**src/rtl/victim_sel_nway_if.sv**
```systemverilog
// rtl/victim_sel_nway_if.sv - lookup request/response bundle between cache controller and victim selector
interface victim_sel_nway_if #(
    parameter int WAYS  = 4,
    parameter int IDX_W = 6,
    parameter int WAY_W = 2
);
    logic              req_valid;
    logic [IDX_W-1:0]  req_idx;
    logic [WAYS-1:0]   way_valid;
    logic [WAYS-1:0]   way_dirty;
    logic              hit;
    logic [WAY_W-1:0]  hit_way;
    logic              resp_valid;
    logic [WAY_W-1:0]  victim_way;
    logic              victim_dirty;

    modport master (
        output req_valid, req_idx, way_valid, way_dirty, hit, hit_way,
        input  resp_valid, victim_way, victim_dirty
    );

    modport slave (
        input  req_valid, req_idx, way_valid, way_dirty, hit, hit_way,
        output resp_valid, victim_way, victim_dirty
    );
endinterface

```
**src/rtl/victim_sel_nway.sv**
```systemverilog
// rtl/victim_sel_nway.sv - N-way victim selector with per-set tree-PLRU or round-robin state
module victim_sel_nway #(
    parameter int WAYS         = 4,
    parameter int SETS         = 64,
    parameter int IDX_W        = 6,
    parameter int WAY_W        = 2,
    parameter int MODE         = 0,
    parameter int PREFER_CLEAN = 1
) (
    input  logic               clk,
    input  logic               rst,
    victim_sel_nway_if.slave   bus
);

    // Follow the heap-ordered tree from the root; the chosen directions,
    // MSB first, spell out the leaf (way) index.
    function automatic logic [WAY_W-1:0] plru_walk(input logic [WAYS-1:1] bits);
        logic [WAY_W-1:0] way;
        logic             dir;
        int               node;
        way  = '0;
        node = 1;
        for (int l = 0; l < WAY_W; l++) begin
            dir                = bits[WAY_W'(node)];
            way[WAY_W-1-l]     = dir;
            node               = node * 2 + int'(dir);
        end
        return way;
    endfunction

    // Make every node on the path to w point into the opposite subtree.
    function automatic logic [WAYS-1:1] plru_touch(input logic [WAYS-1:1] bits,
                                                   input logic [WAY_W-1:0] w);
        logic [WAYS-1:1] nb;
        logic            dir;
        int              node;
        nb   = bits;
        node = 1;
        for (int l = 0; l < WAY_W; l++) begin
            dir                = w[WAY_W-1-l];
            nb[WAY_W'(node)]   = ~dir;
            node               = node * 2 + int'(dir);
        end
        return nb;
    endfunction

    logic [WAY_W-1:0] policy_cand;
    logic [WAY_W-1:0] victim_d;
    logic             victim_dirty_d;
    logic [WAY_W-1:0] miss_way;
    logic [WAY_W-1:0] touch_way;
    logic             inv_found;
    logic [WAY_W-1:0] inv_way;
    logic             clean_found;
    logic [WAY_W-1:0] clean_way;
    logic [WAYS-1:0]  clean_vec;

    logic             resp_valid_q;
    logic [WAY_W-1:0] victim_way_q;
    logic             victim_dirty_q;

    // Victim priority: invalid way first, then (optionally) a clean way, then policy candidate.
    always_comb begin
        inv_found      = 1'b0;
        inv_way        = '0;
        clean_found    = 1'b0;
        clean_way      = '0;
        clean_vec      = bus.way_valid & ~bus.way_dirty;
        miss_way       = policy_cand;
        victim_d       = '0;
        victim_dirty_d = 1'b0;

        for (int i = WAYS - 1; i >= 0; i--) begin
            if (!bus.way_valid[i]) begin
                inv_found = 1'b1;
                inv_way   = WAY_W'(i);
            end
            if (clean_vec[i]) begin
                clean_found = 1'b1;
                clean_way   = WAY_W'(i);
            end
        end

        if (inv_found) begin
            miss_way = inv_way;
        end else if ((PREFER_CLEAN != 0) && clean_found) begin
            miss_way = clean_vec[policy_cand] ? policy_cand : clean_way;
        end

        if (bus.hit) begin
            victim_d       = bus.hit_way;
            victim_dirty_d = 1'b0;
        end else begin
            victim_d       = miss_way;
            victim_dirty_d = bus.way_valid[miss_way] & bus.way_dirty[miss_way];
        end

        touch_way = victim_d;
    end

    generate
        if (MODE == 0) begin : g_plru
            logic [WAYS-1:1] plru_q [SETS];

            assign policy_cand = plru_walk(plru_q[bus.req_idx]);

            // Per-set PLRU tree: cleared on reset, touched by the hit or chosen victim.
            always_ff @(posedge clk) begin
                if (rst) begin
                    for (int s = 0; s < SETS; s++) begin
                        plru_q[s] <= '0;
                    end
                end else if (bus.req_valid) begin
                    plru_q[bus.req_idx] <= plru_touch(plru_q[bus.req_idx], touch_way);
                end
            end
        end else begin : g_rr
            logic [WAY_W-1:0] rr_q [SETS];

            assign policy_cand = rr_q[bus.req_idx];

            // Per-set round-robin pointer: advances past the victim on misses only.
            always_ff @(posedge clk) begin
                if (rst) begin
                    for (int s = 0; s < SETS; s++) begin
                        rr_q[s] <= '0;
                    end
                end else if (bus.req_valid && !bus.hit) begin
                    rr_q[bus.req_idx] <= victim_d + 1'b1;
                end
            end
        end
    endgenerate

    // Response register: one-cycle pulse per request; way/dirty hold between requests.
    always_ff @(posedge clk) begin
        if (rst) begin
            resp_valid_q   <= 1'b0;
            victim_way_q   <= '0;
            victim_dirty_q <= 1'b0;
        end else begin
            resp_valid_q <= bus.req_valid;
            if (bus.req_valid) begin
                victim_way_q   <= victim_d;
                victim_dirty_q <= victim_dirty_d;
            end
        end
    end

    assign bus.resp_valid   = resp_valid_q;
    assign bus.victim_way   = victim_way_q;
    assign bus.victim_dirty = victim_dirty_q;

endmodule

```
**src/flat_wrapper.sv**
```systemverilog
// flat-port wrapper written by rule: the top's interface ports become plain ports
module victim_sel_nway_flat 
#(
    parameter int WAYS         = 4,
    parameter int SETS         = 64,
    parameter int IDX_W        = 6,
    parameter int WAY_W        = 2,
    parameter int MODE         = 0,
    parameter int PREFER_CLEAN = 1
)
  (clk, rst, bus_req_valid, bus_req_idx, bus_way_valid, bus_way_dirty, bus_hit, bus_hit_way, bus_resp_valid, bus_victim_way, bus_victim_dirty);
  victim_sel_nway_if #(.WAYS(WAYS), .IDX_W(IDX_W), .WAY_W(WAY_W)) bus_i ();
  input  logic clk;
  input  logic rst;
  input wire logic [$bits(bus_i.req_valid)-1:0] bus_req_valid;
  input wire logic [$bits(bus_i.req_idx)-1:0] bus_req_idx;
  input wire logic [$bits(bus_i.way_valid)-1:0] bus_way_valid;
  input wire logic [$bits(bus_i.way_dirty)-1:0] bus_way_dirty;
  input wire logic [$bits(bus_i.hit)-1:0] bus_hit;
  input wire logic [$bits(bus_i.hit_way)-1:0] bus_hit_way;
  output wire logic [$bits(bus_i.resp_valid)-1:0] bus_resp_valid;
  output wire logic [$bits(bus_i.victim_way)-1:0] bus_victim_way;
  output wire logic [$bits(bus_i.victim_dirty)-1:0] bus_victim_dirty;
  assign bus_i.req_valid = bus_req_valid;
  assign bus_i.req_idx = bus_req_idx;
  assign bus_i.way_valid = bus_way_valid;
  assign bus_i.way_dirty = bus_way_dirty;
  assign bus_i.hit = bus_hit;
  assign bus_i.hit_way = bus_hit_way;
  assign bus_resp_valid = bus_i.resp_valid;
  assign bus_victim_way = bus_i.victim_way;
  assign bus_victim_dirty = bus_i.victim_dirty;
  victim_sel_nway #(.WAYS(WAYS), .SETS(SETS), .IDX_W(IDX_W), .WAY_W(WAY_W), .MODE(MODE), .PREFER_CLEAN(PREFER_CLEAN)) u_core (.clk(clk), .rst(rst), .bus(bus_i));
endmodule
```
**config.mk**
```make
export PLATFORM = sky130hd
export DESIGN_NAME = victim_sel_nway_flat
export DESIGN_NICKNAME = d
export VERILOG_FILES = /design/src/rtl/victim_sel_nway_if.sv /design/src/rtl/victim_sel_nway.sv /design/src/flat_wrapper.sv
export SDC_FILE = /design/constraint.sdc
export NUM_CORES = 1
export LEC_CHECK = 0
export CELL_PAD_IN_SITES_DETAIL_PLACEMENT = 0
export CELL_PAD_IN_SITES_GLOBAL_PLACEMENT = 1
export CORE_UTILIZATION = 40
export DETAILED_ROUTE_END_ITERATION = 8
export GPL_TIMING_DRIVEN = 0
export PLACE_DENSITY = 0.64
export SETUP_SLACK_MARGIN = 0.02
export SKIP_LAST_GASP = 1
export SLEW_MARGIN = 20
export SYNTH_ARGS = -nofsm -noshare
export SYNTH_HDL_FRONTEND = slang
export SYNTH_SLANG_ARGS = --single-unit
```
**constraint.sdc**
```tcl
create_clock -name clk -period 8.15 [get_ports clk]
set_input_delay 1.2225 -clock clk [delete_from_list [all_inputs] [get_ports clk]]
set_output_delay 1.2225 -clock clk [all_outputs]
set_load 0.005 [all_outputs]
```
==> results of run 1 <==
## power by group
part	switching, uW	total [uW]	leakage [uW]	internal, uW
combinational	197	275	0.00155	78.3
clock	417	848	0.000277	431
sequential	18.3	1160	0.00196	1140
## metal layers
metal	vias to the layer above	global-route usage, %	part of all wire, %	wire length (um)
met5	-	0	0	0
met4	0	9.295	2.7	947
met3	67	5.502	10	3479
met2	495	44.32	45	15510
met1	3850	41.07	42	14610
li1	3309	-	-	-
## cell type report
class,count,area (um^2)
Multi-Input combinational cell,616,3558
Clock buffer,17,425.4
Buffer,72,336.6
Timing Repair Buffer,26,247.7
Clock inverter,15,147.6
Sequential cell,196,5846
Tap cell,319,399.1
Fill cell,2250,12700
Inverter,7,26.28
## registers in the layout (all words and copies together), names as in the netlist
signal and flops:
u_core.bus.victim_way 2, u_core.bus.resp_valid 1, u_core.bus.victim_dirty 1, u_core.g_plru.plru_q 192
## cell families (layout without fill, tap and decap cells)
kind of cell / after synthesis / after routing / synth area share (%)
and+or+nand+nor: 462 / 462 / 22.46
DFF: 196 / 196 / 59.97
AOI/OAI and AO/OA: 119 / 119 / 9.384
buffers and inverters: 79 / 137 / 3.723
muxes: 35 / 35 / 4.454
## cells in the final DEF, fill, tap and decap left out, types with 8 or more instances in the layout
master and count:
sky130_fd_sc_hd__buf_2 17, sky130_fd_sc_hd__nand3_1 10, sky130_fd_sc_hd__nor3b_1 10, sky130_fd_sc_hd__nor2b_1 9, sky130_fd_sc_hd__a22o_1 8, sky130_fd_sc_hd__and2_1 9
sky130_fd_sc_hd__and3_1 11, sky130_fd_sc_hd__nand2_1 87, sky130_fd_sc_hd__nor2_1 205, sky130_fd_sc_hd__a221oi_1 20, sky130_fd_sc_hd__nand2b_1 83, sky130_fd_sc_hd__a21oi_1 15
sky130_fd_sc_hd__clkbuf_16 17, sky130_fd_sc_hd__mux2i_1 22, sky130_fd_sc_hd__clkdlybuf4s50_1 21, sky130_fd_sc_hd__a22oi_1 17, sky130_fd_sc_hd__edfxtp_1 192, sky130_fd_sc_hd__nand3b_1 10
sky130_fd_sc_hd__clkbuf_1 46
## critical path, delay by kind of cell
family	cells	cell delay (ps)
buffers and inverters	7	2190
and+or+nand+nor	2	590
AOI/OAI and AO/OA	6	1980
muxes	1	270
## through the flow
stage | power [uW] | worst slack [ps] | hold WS, ps
4_1_cts | 2277 | 2296 | 508.1
3_5_place_dp | 1452 | 1869 | 485.5
2_1_floorplan | 1328 | 3948 | 476.4
3_3_place_gp | 1449 | 1850 | 475.0
6_report | 2286 | 2163 | 506.8
5_1_grt | 2334 | 2130 | 579.0
## path summary, 6_finish.rpt
kind,end,startpoint,slack (ps),depth (start not counted)
max,u_core.g_plru.plru_q[10][0],bus_req_idx[2],2160,16
min,u_core.bus.victim_way[1],u_core.bus.victim_way[1],510,2
max reg2reg,u_core.g_plru.plru_q[55][2],u_core.g_plru.plru_q[61][2],4370,8
min reg2reg,u_core.bus.victim_way[1],u_core.bus.victim_way[1],510,2
==> results, run 1 <==
- Summing all non-filler instances in the final layout gives an area of 10990 um^2.
- The setup path with the least slack is of type input port to flip-flop.
- The leakage power figure is 0.003796 uW.
- sky130_fd_sc_hd__nor2_1 is the most common cell in the netlist.
- STA puts the critical path data required time at 8440 ps.
- Using the TritonRoute via totals, the vias-per-cell ratio works out to 6.089.
- The area of the core is 23680 um^2.
- In this design, the stage delay of the slowest critical-path cell is 1040 ps.
- The congestion estimate from routability-driven global placement came to 0.9350.
- The vertical extent of the die is 158.1 um.
- The sum of overflow across all layers after global routing is 0.
- The total number of nets in the final design is 956.
- After clock tree synthesis, the setup repair step added 0 buffers.
- The total negative slack for setup checks is 0 ps.
- The final hold violation count is 0.
- The clock latency of the later-clocked register in the worst-skew pair is 440 ps.
- The global-route wire length before repair is 49980 um.
- For this design the ratio of total power to cell area is 208.0 nW/um^2.
- In this run the biggest area consumer among cell types represents 59.15% of the synthesized area.
- The classification of the worst-slack hold path is flip-flop to flip-flop.
- The count of final setup violators is 0.
- The synthesized netlist cell count is 891.
- The worst-case vdd ir drop is 0.1242 mV.
- The commonest cells after synthesis are sky130_fd_sc_hd__nor2_1 (207), sky130_fd_sc_hd__edfxtp_1 (192), sky130_fd_sc_hd__nand2_1 (87), sky130_fd_sc_hd__nand2b_1 (83), sky130_fd_sc_hd__clkbuf_1 (46).
- Traced cell by cell, the critical path runs through clkdlybuf4s50_1 -> buf_2 -> buf_2 -> buf_2 -> buf_2 -> mux2i_1 -> o22a_1 -> o21ai_0 -> a2111oi_0 -> nand4b_1 -> a21oi_1 -> o311a_1 -> o31ai_2 -> buf_6 -> buf_6 -> nor2_1.
- The setup skew after layout is 7.501 ps.
- The number of port buffers is 21.
- In this run, synthesis inferred 192 flip-flops with an integrated enable.
- The number of top-level design ports is 24.
- The fraction of synthesis flops using an asynchronous set or reset pin is 0%.
- The total number of yosys warnings is 0.
- The total vias in the final route is 7721.
- The number of clock buffers inserted by TritonCTS is 17.
- TritonCTS built the clock tree.
- The number of standard cells in the layout, taps in and fillers out is 1268.
- The average instance in the mapped netlist occupies 10.94 um^2.
- Summed over all instances, the cell type with the most area after synthesis is sky130_fd_sc_hd__edfxtp_1.
- The hold buffer count at cts is 0.
- The run finished with clean final reports.
- In this run the number of H-tree levels came out at 4.
- Among all flip-flop cells after synthesis, the most frequent one is sky130_fd_sc_hd__edfxtp_1.
- After synthesis, the netlist uses 59 different library cells.
- The count of placed standard cells including taps is 1236.
- The maximum buffer depth of the clock tree is 2.
- In this run the tightest slew margin relative to its limit is 13.13%.
- The number of clock sinks seen by CTS is 196.
- The initial antenna violation count is 3.
- After detailed routing, the average wire length per cell comes to 27.24 um.
- The transition time at the pin with the least slew margin is 1298 ps.
- The remaining number of nets flagged by the antenna check after routing is 0.
- The area growth from synthesis to layout is 12.72%.
- The die covers 25000 um^2.
- The number of max-cap violations is 0.
- The global routing usage summed across all routing layers is 28.90%.
- The final wirelength is 34540 um.
- After clock tree synthesis, the clock-pin slew on the worst setup and hold paths is 80 ps.
- The synthesized netlist net count is 911.
- The cell area that synthesis handed to floorplanning was 9747 um^2.
- The share of final-layout standard cells stronger than drive strength 1 is 8.641%.
- The worst setup path is launched from an input port.
- The cell sitting at the root of the clock tree is a sky130_fd_sc_hd__clkbuf_16.
- For this design, the slowest cell found on the critical path is sky130_fd_sc_hd__a2111oi_0.
- Setup repair after global routing left no endpoint under its margin.
- The number of gates resized after CTS was 0.
- The via count of the first global-routing pass is 7342.
- The effective utilization at floorplan is 41.16%.
- After synthesis, flip-flops and latches occupy 59.97% of the total area.
- The critical-path maximum fanout is 10.
- Static timing analysis puts the maximum clock frequency at 167.0 MHz.
- The maximum number of pins on one net before global-route repair is 19.
- The final cell utilization of the core is 46.39%.
- The clock period minus worst slack is 5987 ps.
- The worst setup path is captured at a flip-flop.
- The final period utilization is 73.46%.
- The repair_antennas step left the layout with diodes totalling 0.
- Sorting the synthesized cells by area gives the leading types as sky130_fd_sc_hd__edfxtp_1 (59%), sky130_fd_sc_hd__nor2_1 (8.0%), sky130_fd_sc_hd__nand2b_1 (5.3%).
- The initialized floorplan defines 56 standard-cell rows.
- For this block, the initial DRC count from the detailed router was 1018.
- Data arrives at the worst endpoint at 6280 ps.
- The floorplan die width is 158.1 um.
- Once detailed placement completed, the half-perimeter wirelength came to 24400 um.
- The placed instances occupy a cell area of 10410 um^2.
- The first detailed-routing pass ran for 5 iterations.
- The post-route DRC violation count is 0.
- The cell with the most instances on the worst path is sky130_fd_sc_hd__buf_2.
- The final count of pins violating max slew is 0.
- In this run, synthesis produced a sequential element count of 196.
(Power assumes the default switching activity.)
==> run 2: changes to the inputs <==
==> constraint.sdc (replaced) <==
create_clock -name clk -period 5.9 [get_ports clk]
set_input_delay 0.885 -clock clk [delete_from_list [all_inputs] [get_ports clk]]
set_output_delay 0.885 -clock clk [all_outputs]
set_load 0.005 [all_outputs]
==> results of run 2 <==
The final DEF is identical to that of run 1. Status: finished clean.
Main changes from that run: setup slack after placement 1869 ps -> -43.68 ps; setup slack after layout 2163 ps -> 250.5 ps; register-to-register setup slack 4370 ps -> 2120 ps; total power 2286 uW -> 3157 uW; worst IR drop on VDD 0.1242 mV -> 0.1716 mV
==> run 3: changes to the inputs <==
--- a/config.mk
+++ b/config.mk
@@ -7,6 +7,7 @@
 export LEC_CHECK = 0
 export CELL_PAD_IN_SITES_DETAIL_PLACEMENT = 0
 export CELL_PAD_IN_SITES_GLOBAL_PLACEMENT = 1
+export CORE_ASPECT_RATIO = 2
 export CORE_UTILIZATION = 40
 export DETAILED_ROUTE_END_ITERATION = 8
 export GPL_TIMING_DRIVEN = 0
==> constraint.sdc (replaced) <==
create_clock -name clk -period 5.9 [get_ports clk]
set_input_delay 0.885 -clock clk [delete_from_list [all_inputs] [get_ports clk]]
set_output_delay 0.885 -clock clk [all_outputs]
set_load 0.02 [all_outputs]
==> results, run 3 (synthesis gave the netlist of run 1 again) <==
- Result of the run: finished clean (unchanged).
- The critical-path maximum fanout is 10 (unchanged).
- The count of H-tree levels built during CTS is 4 (unchanged).
- The total internal power is 2242 uW (was 2284 uW).
- The total net switching power is 870.7 uW (was 873.5 uW).
- RSZ-0062 raised after global routing: no (unchanged).
- The transition time at the pin with the least slew margin is 1168 ps (was 1298 ps).
- The cell chosen for the clock root is sky130_fd_sc_hd__clkbuf_16 (unchanged).
- The most frequent standard cell in the layout excluding fill and tap cells is sky130_fd_sc_hd__nor2_1 (unchanged).
- The final period utilization is 93.36% (was 95.75%).
- The global routing usage summed across all routing layers is 30.47% (was 28.90%).
- The setup fix buffers added after clock tree synthesis is 0 (unchanged).
- The final total power came to 3112 uW (was 3157 uW).
- The layout-stage area growth over the synthesis result came to 12.00% (was 12.72%).
- The cell area after placement is 10370 um^2 (was 10410 um^2).
- The total negative slack for setup checks is 0 ps (unchanged).
- The number of port buffers came to 21 (unchanged).
- The worst slew margin relative to its limit is 21.84% (was 13.13%).
- The launch point of the worst path is bus_req_idx[2] (unchanged).
- The vias per cell came to 6.011 (was 6.089).
- The sum of buffers and inverters on the critical path is 8 (was 7).
- The post-cts gate resize count came to 0 (unchanged).
- The class of the most critical setup path is input port to flip-flop (unchanged).
- The clock period minus worst slack is 5508 ps (was 5650 ps).
- The delay of the slowest cell on the worst path is 640 ps (was 1040 ps).
- The largest register by flop count is u_core.g_plru.plru_q (unchanged).
- The vertical extent of the die was 222.8 um (was 158.1 um).
- The full die area is 25030 um^2 (was 25000 um^2).
- The clock-pin slew reported for the worst setup and hold paths after clock tree synthesis is 70 ps (was 80 ps).
- The sum of overflow across all layers after global routing is 0 (unchanged).
- The final non-filler cell area is 10920 um^2 (was 10990 um^2).
- The part of the power in combinational logic is 12.4% (was 12.0%).
- The critical path capture point type is a flip-flop (unchanged).
- The clock network fraction of total power came to 36.1% (was 37.1%).
- The family of cells with the greatest summed delay on the critical path is buffers and inverters (unchanged).
- The number of standard cells in the layout, taps in and fillers out is 1234 (was 1268).
- The count of standard-cell rows was 80 (was 56).
- The number of flip-flops in the largest register is 192 (unchanged).
- The floorplan die width is 112.4 um (was 158.1 um).
- The initial antenna violation count came to 1 (was 3).
- The initial detailed-routing violation count came to 612 (was 1018).
- The area of the core is 23920 um^2 (was 23680 um^2).
- The weighted congestion at the end of routability-driven global placement came to 0.9616 (was 0.9350).
- The share of final-layout standard cells stronger than drive strength 1 is 8.448% (was 8.641%).
- The CTS tree is yes (unchanged).
- The total vias in the final route is 7417 (was 7721).
- The classification of the worst-slack hold path is flip-flop to flip-flop (unchanged).
- The highest-delay cell along the critical path is sky130_fd_sc_hd__buf_1 (was sky130_fd_sc_hd__a2111oi_0).
- The via count of the first global-routing pass was 7609 (was 7342).
- The switching fraction of total power came to 27.98% (was 27.67%).
- The data required time at the worst endpoint is 6080 ps (was 6190 ps).
- The number of clock buffers inserted by TritonCTS came to 17 (unchanged).
- The maximum number of pins on one net before global-route repair was 20 (was 19).
- The worst reg2reg path depth is 11 (was 8).
- The number of clock sinks seen by CTS is 196 (unchanged).
- The arrival time at the worst endpoint was 5690 ps (was 5940 ps).
- The cell with the most instances on the worst path was sky130_fd_sc_hd__buf_2 (unchanged).
- The count of final setup violators was 0 (unchanged).
- The setup slack of the most critical reg-to-reg path is 2020 ps (was 2120 ps).
- The number of detailed-routing iterations run before antenna repair is 5 (unchanged).
- The count of placed standard cells including taps is 1202 (was 1236).
- The effective utilization at floorplan is 40.74% (was 41.16%).
- The hold buffer count at cts came to 0 (unchanged).
- The end of the worst register-to-register path is u_core.g_plru.plru_q[27][0] (was u_core.g_plru.plru_q[55][2]).
- The number of max-cap violations came to 0 (unchanged).
- The part of the total power dissipated in sequential elements was 51.5% (was 50.8%).
- The clock latency of the later-clocked register in the worst-skew pair is 460 ps (was 440 ps).
- The maximum buffer depth of the clock tree came to 2 (unchanged).
- The remaining number of nets flagged by the antenna check after routing is 0 (unchanged).
- The startpoint of the worst-slack reg-to-reg timing path is u_core.g_plru.plru_q[60][2] (was u_core.g_plru.plru_q[61][2]).
- The half-perimeter wire length after detailed placement came to 26490 um (was 24400 um).
- The power density over the cells was 285.1 nW/um^2 (was 287.4 nW/um^2).
- The leakage power figure is 0.003771 uW (was 0.003796 uW).
- The number of diodes was 0 (unchanged).
- The total number of nets in the final design came to 954 (was 956).
- The global-route wire length before repair is 51910 um (was 49980 um).
- The hold path startpoint is u_core.bus.victim_way[0] (was u_core.bus.victim_way[1]).
- The setup skew after layout is 10.76 ps (was 7.501 ps).
- The final wirelength is 36400 um (was 34540 um).
- The launching element type of the critical path is an input port (unchanged).
- The termination of the worst setup path is u_core.g_plru.plru_q[27][1] (was u_core.g_plru.plru_q[10][0]).
- The final hold violation count is 0 (unchanged).
- The number of top-level design ports is 24 (unchanged).
- The routed wire length per instance is 29.50 um (was 27.24 um).
- Critical path cell sequence: clkdlybuf4s50_1 -> buf_2 -> buf_2 -> buf_2 -> buf_2 -> buf_2 -> o32ai_1 -> a2111oi_0 -> and3_1 -> clkbuf_1 -> buf_1 -> nor2_1 (was clkdlybuf4s50_1 -> buf_2 -> buf_2 -> buf_2 -> buf_2 -> mux2i_1 -> o22a_1 -> o21ai_0 -> a2111oi_0 -> nand4b_1 -> a21oi_1 -> o311a_1 -> o31ai_2 -> buf_6 -> buf_6 -> nor2_1).
- The worst-case vdd ir drop was 0.1732 mV (was 0.1716 mV).
- The final count of pins violating max slew was 0 (unchanged).
- The post-route DRC violation count was 0 (unchanged).
- The path length in cells of the critical path is 12 (was 16).
- Leading cell types in the layout, fill and taps excluded: sky130_fd_sc_hd__nor2_1 (204), sky130_fd_sc_hd__edfxtp_1 (192), sky130_fd_sc_hd__nand2_1 (87) (was sky130_fd_sc_hd__nor2_1 (205), sky130_fd_sc_hd__edfxtp_1 (192), sky130_fd_sc_hd__nand2_1 (87)).
- The fmax came to 181.5 MHz (was 177.0 MHz).
run 3: cell types whose count changed in the layout (fill, tap and decap cells not counted):
cell	previous run	this run
sky130_fd_sc_hd__buf_6	6	7
sky130_fd_sc_hd__inv_8	4	3
sky130_fd_sc_hd__nor2_2	2	3
sky130_fd_sc_hd__nor3b_2	0	1
sky130_fd_sc_hd__nor2_1	205	204
sky130_fd_sc_hd__buf_4	5	2
sky130_fd_sc_hd__bufinv_16	1	0
sky130_fd_sc_hd__nor3b_1	10	9
sky130_fd_sc_hd__clkbuf_1	46	48
sky130_fd_sc_hd__inv_6	2	4
sky130_fd_sc_hd__clkinv_2	3	1
run 3: tightest hold or removal path, delay by kind of cell, from the launching register on:
family | cells | cell delay (ps)
AOI/OAI and AO/OA | 1 | 50
DFF | 1 | 320
and+or+nand+nor | 1 | 80
run 3: how the worst min path moves through the flow:
stage                                          end  slack, ps  depth (start not counted)
after floorplan           u_core.bus.victim_way[0]        550                          2
after global placement    u_core.bus.victim_way[0]        480                          2
after detailed placement  u_core.bus.victim_way[0]        480                          2
after CTS                 u_core.bus.victim_way[0]        500                          2
after global routing      u_core.bus.victim_way[0]        540                          2
final                     u_core.bus.victim_way[0]        490                          2
run 3: per-stage QoR:
stage                     hold slack, ps  setup slack (ps)  utilization (%)
after floorplan                    554.0              2036                -
after global placement             478.0            -11.71            43.12
after detailed placement           484.2             26.43            43.35
after CTS                          500.5             495.6            45.63
after global routing               540.8             233.6            45.63
final                              492.7             391.6            45.63
run 3: per-layer routing:
layer  share of wire [%]  routed length, um  GRT usage (%)
met5               0.036                 13              0
met4                 8.1               2932          23.66
met3                 5.2               1889          4.555
met2                  52              19050          54.34
met1                  34              12520          31.69
run 3: power by group through the flow:
| stage | sequential (uW) | clock (uW) | combinational, uW |
|---|---|---|---|
| 6_report | 1600 | 1120 | 386 |
| 5_1_grt | 1610 | 1170 | 403 |
| 4_1_cts | 1600 | 1130 | 384 |
| 3_5_place_dp | 1640 | 0 | 383 |
| 3_3_place_gp | 1630 | 0 | 381 |
| 2_1_floorplan | 1620 | 0 | 213 |
run 3: cell type report:
| cell class | instances | area (um^2) |
|---|---|---|
| Multi-Input combinational cell | 616 | 3566 |
| Sequential cell | 196 | 5846 |
| Tap cell | 287 | 359.1 |
| Inverter | 7 | 26.28 |
| Clock buffer | 19 | 432.9 |
| Clock inverter | 13 | 113.9 |
| Timing Repair Buffer | 24 | 236.5 |
| Buffer | 72 | 336.6 |
| Fill cell | 2305 | 13010 |
